===== config.mk =====
export PLATFORM = sky130hd
export DESIGN_NAME = alu_mul_sequencer
export DESIGN_NICKNAME = d
export VERILOG_FILES = /design/src/rtl/alu_mul_sequencer.sv
export SDC_FILE = /design/constraint.sdc
export NUM_CORES = 1
export LEC_CHECK = 0
export BUFFER_PORTS_ARGS = -buffer_cell sky130_fd_sc_hd__buf_2
export CAP_MARGIN = 25
export CORE_MARGIN = 2
export CORE_UTILIZATION = 46
export CTS_BUF_LIST = sky130_fd_sc_hd__clkbuf_8
export DETAILED_ROUTE_END_ITERATION = 12
export GPL_ROUTABILITY_DRIVEN = 0
export PLACE_DENSITY = 0.75
export SLEW_MARGIN = 20
export SYNTH_ARGS = -nofsm -noshare
export SYNTH_HDL_FRONTEND = slang
export SYNTH_SLANG_ARGS = --single-unit

===== constraint.sdc =====
create_clock -name Clock -period 2.53 [get_ports Clock]
set_input_delay 0.3795 -clock Clock [delete_from_list [all_inputs] [get_ports Clock]]
set_output_delay 0.3795 -clock Clock [all_outputs]
set_load 0.05 [all_outputs]

===== src/rtl/alu_mul_sequencer.sv =====
// Shift-and-add 32x32 multiplier (low 32 bits) that drives an external ALU
// using only LSR, ADD and LSL commands. Overflow reports a true product wider than 32 bits.
module alu_mul_sequencer (
  input  logic        Clock,
  input  logic        Reset,
  input  logic        Start,
  input  logic [31:0] Multiplicand,
  input  logic [31:0] Multiplier,
  output logic [31:0] ALU_A,
  output logic [31:0] ALU_B,
  output logic [4:0]  ALU_FunSel,
  output logic        ALU_WF,
  input  logic [31:0] ALUOut,
  input  logic [3:0]  FlagsIn,
  output logic [31:0] Product,
  output logic        Overflow,
  output logic        Busy,
  output logic        Done
);

  localparam logic [4:0] FS_LSR = 5'b11100;
  localparam logic [4:0] FS_ADD = 5'b10100;
  localparam logic [4:0] FS_LSL = 5'b11011;

  typedef enum logic [2:0] {
    S_IDLE,
    S_SHR,
    S_EVAL,
    S_ADD,
    S_SHL,
    S_DONE
  } state_t;

  state_t      state;
  logic [31:0] acc;
  logic [31:0] mcand;
  logic [31:0] mplier;
  logic [4:0]  count;
  logic        mbit;
  logic        mz;
  logic        lost;
  logic        first;

  // FlagsIn order is {Z,C,N,O}; only Z and C are used.
  logic unused_flags;
  assign unused_flags = ^FlagsIn[1:0];

  always_comb begin
    ALU_A      = '0;
    ALU_B      = '0;
    ALU_FunSel = '0;
    ALU_WF     = 1'b0;
    case (state)
      S_SHR: begin
        ALU_A      = mplier;
        ALU_FunSel = FS_LSR;
        ALU_WF     = 1'b1;
      end
      S_ADD: begin
        ALU_A      = acc;
        ALU_B      = mcand;
        ALU_FunSel = FS_ADD;
        ALU_WF     = 1'b1;
      end
      S_SHL: begin
        ALU_A      = mcand;
        ALU_FunSel = FS_LSL;
        ALU_WF     = 1'b1;
      end
      default: ;
    endcase
  end

  always_ff @(posedge Clock or negedge Reset) begin
    if (!Reset) begin
      state    <= S_IDLE;
      acc      <= '0;
      mcand    <= '0;
      mplier   <= '0;
      count    <= '0;
      mbit     <= 1'b0;
      mz       <= 1'b0;
      lost     <= 1'b0;
      first    <= 1'b0;
      Product  <= '0;
      Overflow <= 1'b0;
      Busy     <= 1'b0;
      Done     <= 1'b0;
    end else begin
      case (state)
        S_IDLE: begin
          if (Start) begin
            mcand    <= Multiplicand;
            mplier   <= Multiplier;
            acc      <= '0;
            count    <= '0;
            lost     <= 1'b0;
            Overflow <= 1'b0;
            first    <= 1'b1;
            Busy     <= 1'b1;
            state    <= S_SHR;
          end
        end
        S_SHR: begin
          // Flags still hold the carry of the previous iteration's LSL.
          if (!first) lost <= lost | FlagsIn[2];
          first  <= 1'b0;
          mplier <= ALUOut;
          state  <= S_EVAL;
        end
        S_EVAL: begin
          mbit  <= FlagsIn[2];
          mz    <= FlagsIn[3];
          state <= FlagsIn[2] ? S_ADD : S_SHL;
        end
        S_ADD: begin
          acc <= ALUOut;
          if (lost) Overflow <= 1'b1;
          state <= S_SHL;
        end
        S_SHL: begin
          mcand <= ALUOut;
          // mbit set means this iteration passed through ADD, so flags carry its carry-out.
          if (mbit) Overflow <= Overflow | FlagsIn[2];
          if (mz || count == 5'd31) begin
            Done  <= 1'b1;
            state <= S_DONE;
          end else begin
            count <= count + 5'd1;
            state <= S_SHR;
          end
        end
        S_DONE: begin
          Product <= acc;
          Done    <= 1'b0;
          Busy    <= 1'b0;
          state   <= S_IDLE;
        end
        default: state <= S_IDLE;
      endcase
    end
  end

endmodule


==> metrics.txt <==
# TYPE chip_impl_metric gauge
chip_impl_info{name="status",value="finished clean"} 1
chip_impl_metric{name="finClkSkew",unit="ns"} 0.01136
chip_impl_info{name="synth_top_cell_by_area",value="dfrtp_1"} 1
chip_impl_metric{name="total_drc_errors_in_the_routed_layout",unit=""} 0
chip_impl_metric{name="fmax",unit="GHz"} 0.4078
chip_impl_metric{name="num_vias",unit=""} 5848
chip_impl_metric{name="first_global_vias",unit=""} 5930
chip_impl_info{name="crit_slowest_cell",value="or3b_2"} 1
chip_impl_metric{name="setup_viol",unit=""} 0
chip_impl_metric{name="ir_drop",unit="uV"} 754.4
chip_impl_metric{name="grt-ovfl-total",unit=""} 0
chip_impl_metric{name="timing.final.hold_violations",unit=""} 0
chip_impl_metric{name="core_region_area",unit="sq um"} 14590
chip_impl_metric{name="critical_path.max_fanout",unit=""} 23
chip_impl_metric{name="sequentialPowerShare",unit="%"} 29.0
chip_impl_metric{name="p_leak",unit="nW"} 4.501
chip_impl_metric{name="clock_network_fraction_of_total_power",unit="%"} 15.3
chip_impl_metric{name="post-cts-setup-buffer-count",unit=""} 0
chip_impl_metric{name="drtPass1Iterations",unit=""} 5
chip_impl_info{name="critPathKind",value="reg2out"} 1
chip_impl_info{name="synthMostInstantiatedCell",value="dfrtp_1"} 1
chip_impl_metric{name="die_area",unit="sq um"} 15930
chip_impl_info{name="synth_top_cells_by_area",value="dfrtp_1 52%, mux2_2 5.7%, nand2_1 5.7%"} 1
chip_impl_metric{name="routed_wirelength",unit="mm"} 19.29
chip_impl_metric{name="boundaryPins",unit=""} 208
chip_impl_info{name="startpoint_type",value="register"} 1
chip_impl_metric{name="tightest_slew",unit="ns"} 0.6444
chip_impl_metric{name="layout_worst_path_cycle_share",unit="%"} 96.94
chip_impl_metric{name="chipWidth",unit="um"} 126.2
chip_impl_metric{name="share_of_total_power_in_combinational_logic",unit="%"} 55.7
chip_impl_metric{name="grt_max_degree",unit=""} 70
chip_impl_metric{name="p_int",unit="mW"} 6.959
chip_impl_metric{name="synth_area_per_cell",unit="sq um"} 10.13
chip_impl_metric{name="synth-seq-cells",unit=""} 143
chip_impl_metric{name="wl_per_cell",unit="um"} 18.06
chip_impl_metric{name="grt.total_usage",unit="%"} 24.74
chip_impl_info{name="clock_tree_from_tritoncts",value="built"} 1
chip_impl_metric{name="cts_made_buffers",unit=""} 17
chip_impl_metric{name="synth_top_area_share",unit="%"} 52.09
chip_impl_info{name="synth.top_cells.by_count",value="143 x dfrtp_1, 104 x nand2_1, 39 x nor2_1, 36 x o21ai_0, 35 x mux2_2"} 1
chip_impl_metric{name="critical_path_required",unit="ns"} 2.15
chip_impl_metric{name="final_antenna_net_count",unit=""} 0
chip_impl_metric{name="pwr_per_cell_area",unit="nW/um^2"} 1545
chip_impl_metric{name="max_slew_violation_count",unit=""} 0
chip_impl_metric{name="synthesis.yosys.warnings",unit=""} 0
chip_impl_info{name="dominantRegCellSynth",value="dfrtp_1"} 1
chip_impl_metric{name="grt_pass1_wl",unit="mm"} 30.95
chip_impl_metric{name="clock_sinks",unit=""} 143
chip_impl_metric{name="synth.yosys.seq_area_share",unit="%"} 52.09
chip_impl_metric{name="grt_antenna_before_repair",unit=""} 1
chip_impl_metric{name="place_hpwl",unit="mm"} 12.45
chip_impl_metric{name="timing.max_slew.rel_slack",unit="%"} 57.04
chip_impl_metric{name="vias_per_cell",unit=""} 5.476
chip_impl_metric{name="instances_no_fill",unit=""} 1068
chip_impl_metric{name="synth_fp_nets",unit=""} 783
chip_impl_info{name="cts.root.buffer_cell",value="clkbuf_8"} 1
chip_impl_metric{name="htree_levels",unit=""} 4
chip_impl_metric{name="syn_inst",unit=""} 678
chip_impl_metric{name="drive_above_1_share",unit="%"} 38.91
chip_impl_metric{name="clk_pin_slew",unit="ns"} 0.08
chip_impl_metric{name="clock_insertion_delay_worst_skew",unit="ns"} 0.44
chip_impl_metric{name="final_nets",unit=""} 976
chip_impl_metric{name="cp_data_arrival_time",unit="ns"} 2.07
chip_impl_metric{name="switching_share",unit="%"} 48.58
chip_impl_metric{name="net-switching-power",unit="mW"} 6.574
chip_impl_metric{name="clock_tree.buffer_depth",unit=""} 2
chip_impl_metric{name="synth_edf_count",unit=""} 0
chip_impl_info{name="worst_hold_path_type",value="in2reg"} 1
chip_impl_metric{name="worstPathBufferInverterCount",unit=""} 2
chip_impl_metric{name="placement_rows",unit=""} 44
chip_impl_metric{name="io_buffers",unit=""} 205
chip_impl_metric{name="syn2layout_area_growth",unit="%"} 27.54
chip_impl_metric{name="syn-cell-area",unit="sq um"} 6870
chip_impl_metric{name="antenna_cells",unit=""} 0
chip_impl_metric{name="fp.dieH",unit="um"} 126.2
chip_impl_metric{name="max_cap_viol_count",unit=""} 0
chip_impl_info{name="grt_setup_unrepaired",value="true"} 1
chip_impl_metric{name="nFillCells",unit=""} 1260
chip_impl_metric{name="setup_total_negative_slack",unit="ns"} 0
chip_impl_metric{name="timing.final.crit_period",unit="ns"} 2.452
chip_impl_metric{name="floorplan.initialDensity",unit="%"} 47.09
chip_impl_info{name="crit_chain",value="buf_12, or3b_2, nand2_1, buf_2"} 1
chip_impl_metric{name="initialDrtViolationCount",unit=""} 228
chip_impl_metric{name="place_inst",unit=""} 1034
chip_impl_metric{name="synth_cell_type_count",unit=""} 39
chip_impl_info{name="end_kind",value="primary output"} 1
chip_impl_metric{name="critPathMaxStageDelay",unit="ns"} 0.61
chip_impl_metric{name="async_reset_ff_share",unit="%"} 100.0
chip_impl_info{name="timing.critical_path.max_delay_family",value="simple AND/OR/NAND/NOR gates"} 1
## layer usage
| metal | up-vias | global-route usage (%) | share of wire (%) |
|---|---|---|---|
| li1 | 2736 | - | - |
| met1 | 2883 | 32.65 | 43 |
| met2 | 205 | 40.58 | 49 |
| met3 | 22 | 6.330 | 6.5 |
| met4 | 2 | 7.175 | 1.4 |
| met5 | - | 0 | 0.067 |
## area by class of cell
type	count	area (sq um)	area share, %
flip-flops and latches	143	3580	40.85
repair buffers	230	1420	16.21
multi-input cells	444	2942	33.57
clock buffers	19	261.5	2.984
clock inverters	13	192.7	2.199
well taps	184	230.2	2.627
inverters	35	136.4	1.556
## stage by stage
stage	setup slack (ns)	area, sq um	total power [mW]	hold slack [ns]	util, %
3_5_place_dp	0.3780	8155	11.25	0.3678	55.90
6_report	0.07751	8762	13.53	0.1785	60.06
3_3_place_gp	0.3899	8155	11.09	0.3685	55.90
4_1_cts	0.01946	8727	13.57	0.1397	59.82
5_1_grt	-0.008954	8762	14.31	0.1541	60.06
2_1_floorplan	0.01806	6904	9.376	0.08391	-
## power groups by stage
stage	clock, mW	sequential, mW	combinational [mW]
3_3_place_gp	0	3.91	7.18
3_5_place_dp	0	3.96	7.29
6_report	2.06	3.93	7.54
4_1_cts	2.11	3.93	7.54
2_1_floorplan	0	4.57	4.80
5_1_grt	2.21	4.07	8.03
## sequential cells by signal (all words and copies together) (netlist names)
name,flops
Product,32
acc,32
mcand,32
mplier,32
count,5
state,3
Busy,1
Done,1
Overflow,1
first,1
lost,1
mbit,1
mz,1
## worst register-to-register path, delay by kind of cell, from the launching register on
| family | cells | cell delay (ns) |
|---|---|---|
| and+or+nand+nor | 1 | 0.68 |
| buffers and inverters | 2 | 0.68 |
| DFF | 1 | 0.44 |
| AOI/OAI and AO/OA | 2 | 0.35 |
## timing repair
item	in CTS	in global routing
hold buffers	1	0
hold endpoints to repair	49	0
cloned	1	0
setup endpoints to repair	40	17
gates resized for setup	29	16
## final timing paths
kind / startpoint / to / depth (start not counted) / slack, ns
worst max-delay path: state[1] / ALU_FunSel[3] / 4 / 0.08
worst min-delay path: FlagsIn[3] / mz / 2 / 0.18
worst max register to register: state[1] / mplier[9] / 5 / 0.27
worst min register to register: Done / Done / 1 / 0.49
max in group asynchronous: Reset / Product[17] / 3 / 1.36
min in group asynchronous: Reset / Product[3] / 2 / 0.45
## cell families after synthesis
kind of cell | share of synthesized area (%)
buf+inv | 5.882
mux | 10.54
xor+xnor | 0.1275
simple gates | 12.88
compound gates | 18.12
flops | 52.09
fa+ha+maj | 0.3642
## placed cells by master (no fill, tap or decap), drive strengths merged
cell	instances
a211oi	1
a21oi	37
a221o	1
a22o	33
a31oi	32
a32o	1
and2	33
and3	1
and3b	2
buf	218
bufbuf	1
bufinv	5
clkbuf	29
clkinv	7
dfrtp	143
dlygate4sd3	1
ha	2
inv	36
mux2	35
mux2i	33
nand2	104
nand2b	4
nand3	3
nand3b	2
nor2	39
nor2b	1
nor3	1
nor4b	1
o2111a	1
o211a	1
o21a	2
o21ai	36
o21bai	1
o22ai	33
or3b	2
or4b	1
xnor2	1
No activity file was read; power rests on OpenSTA's default activity.
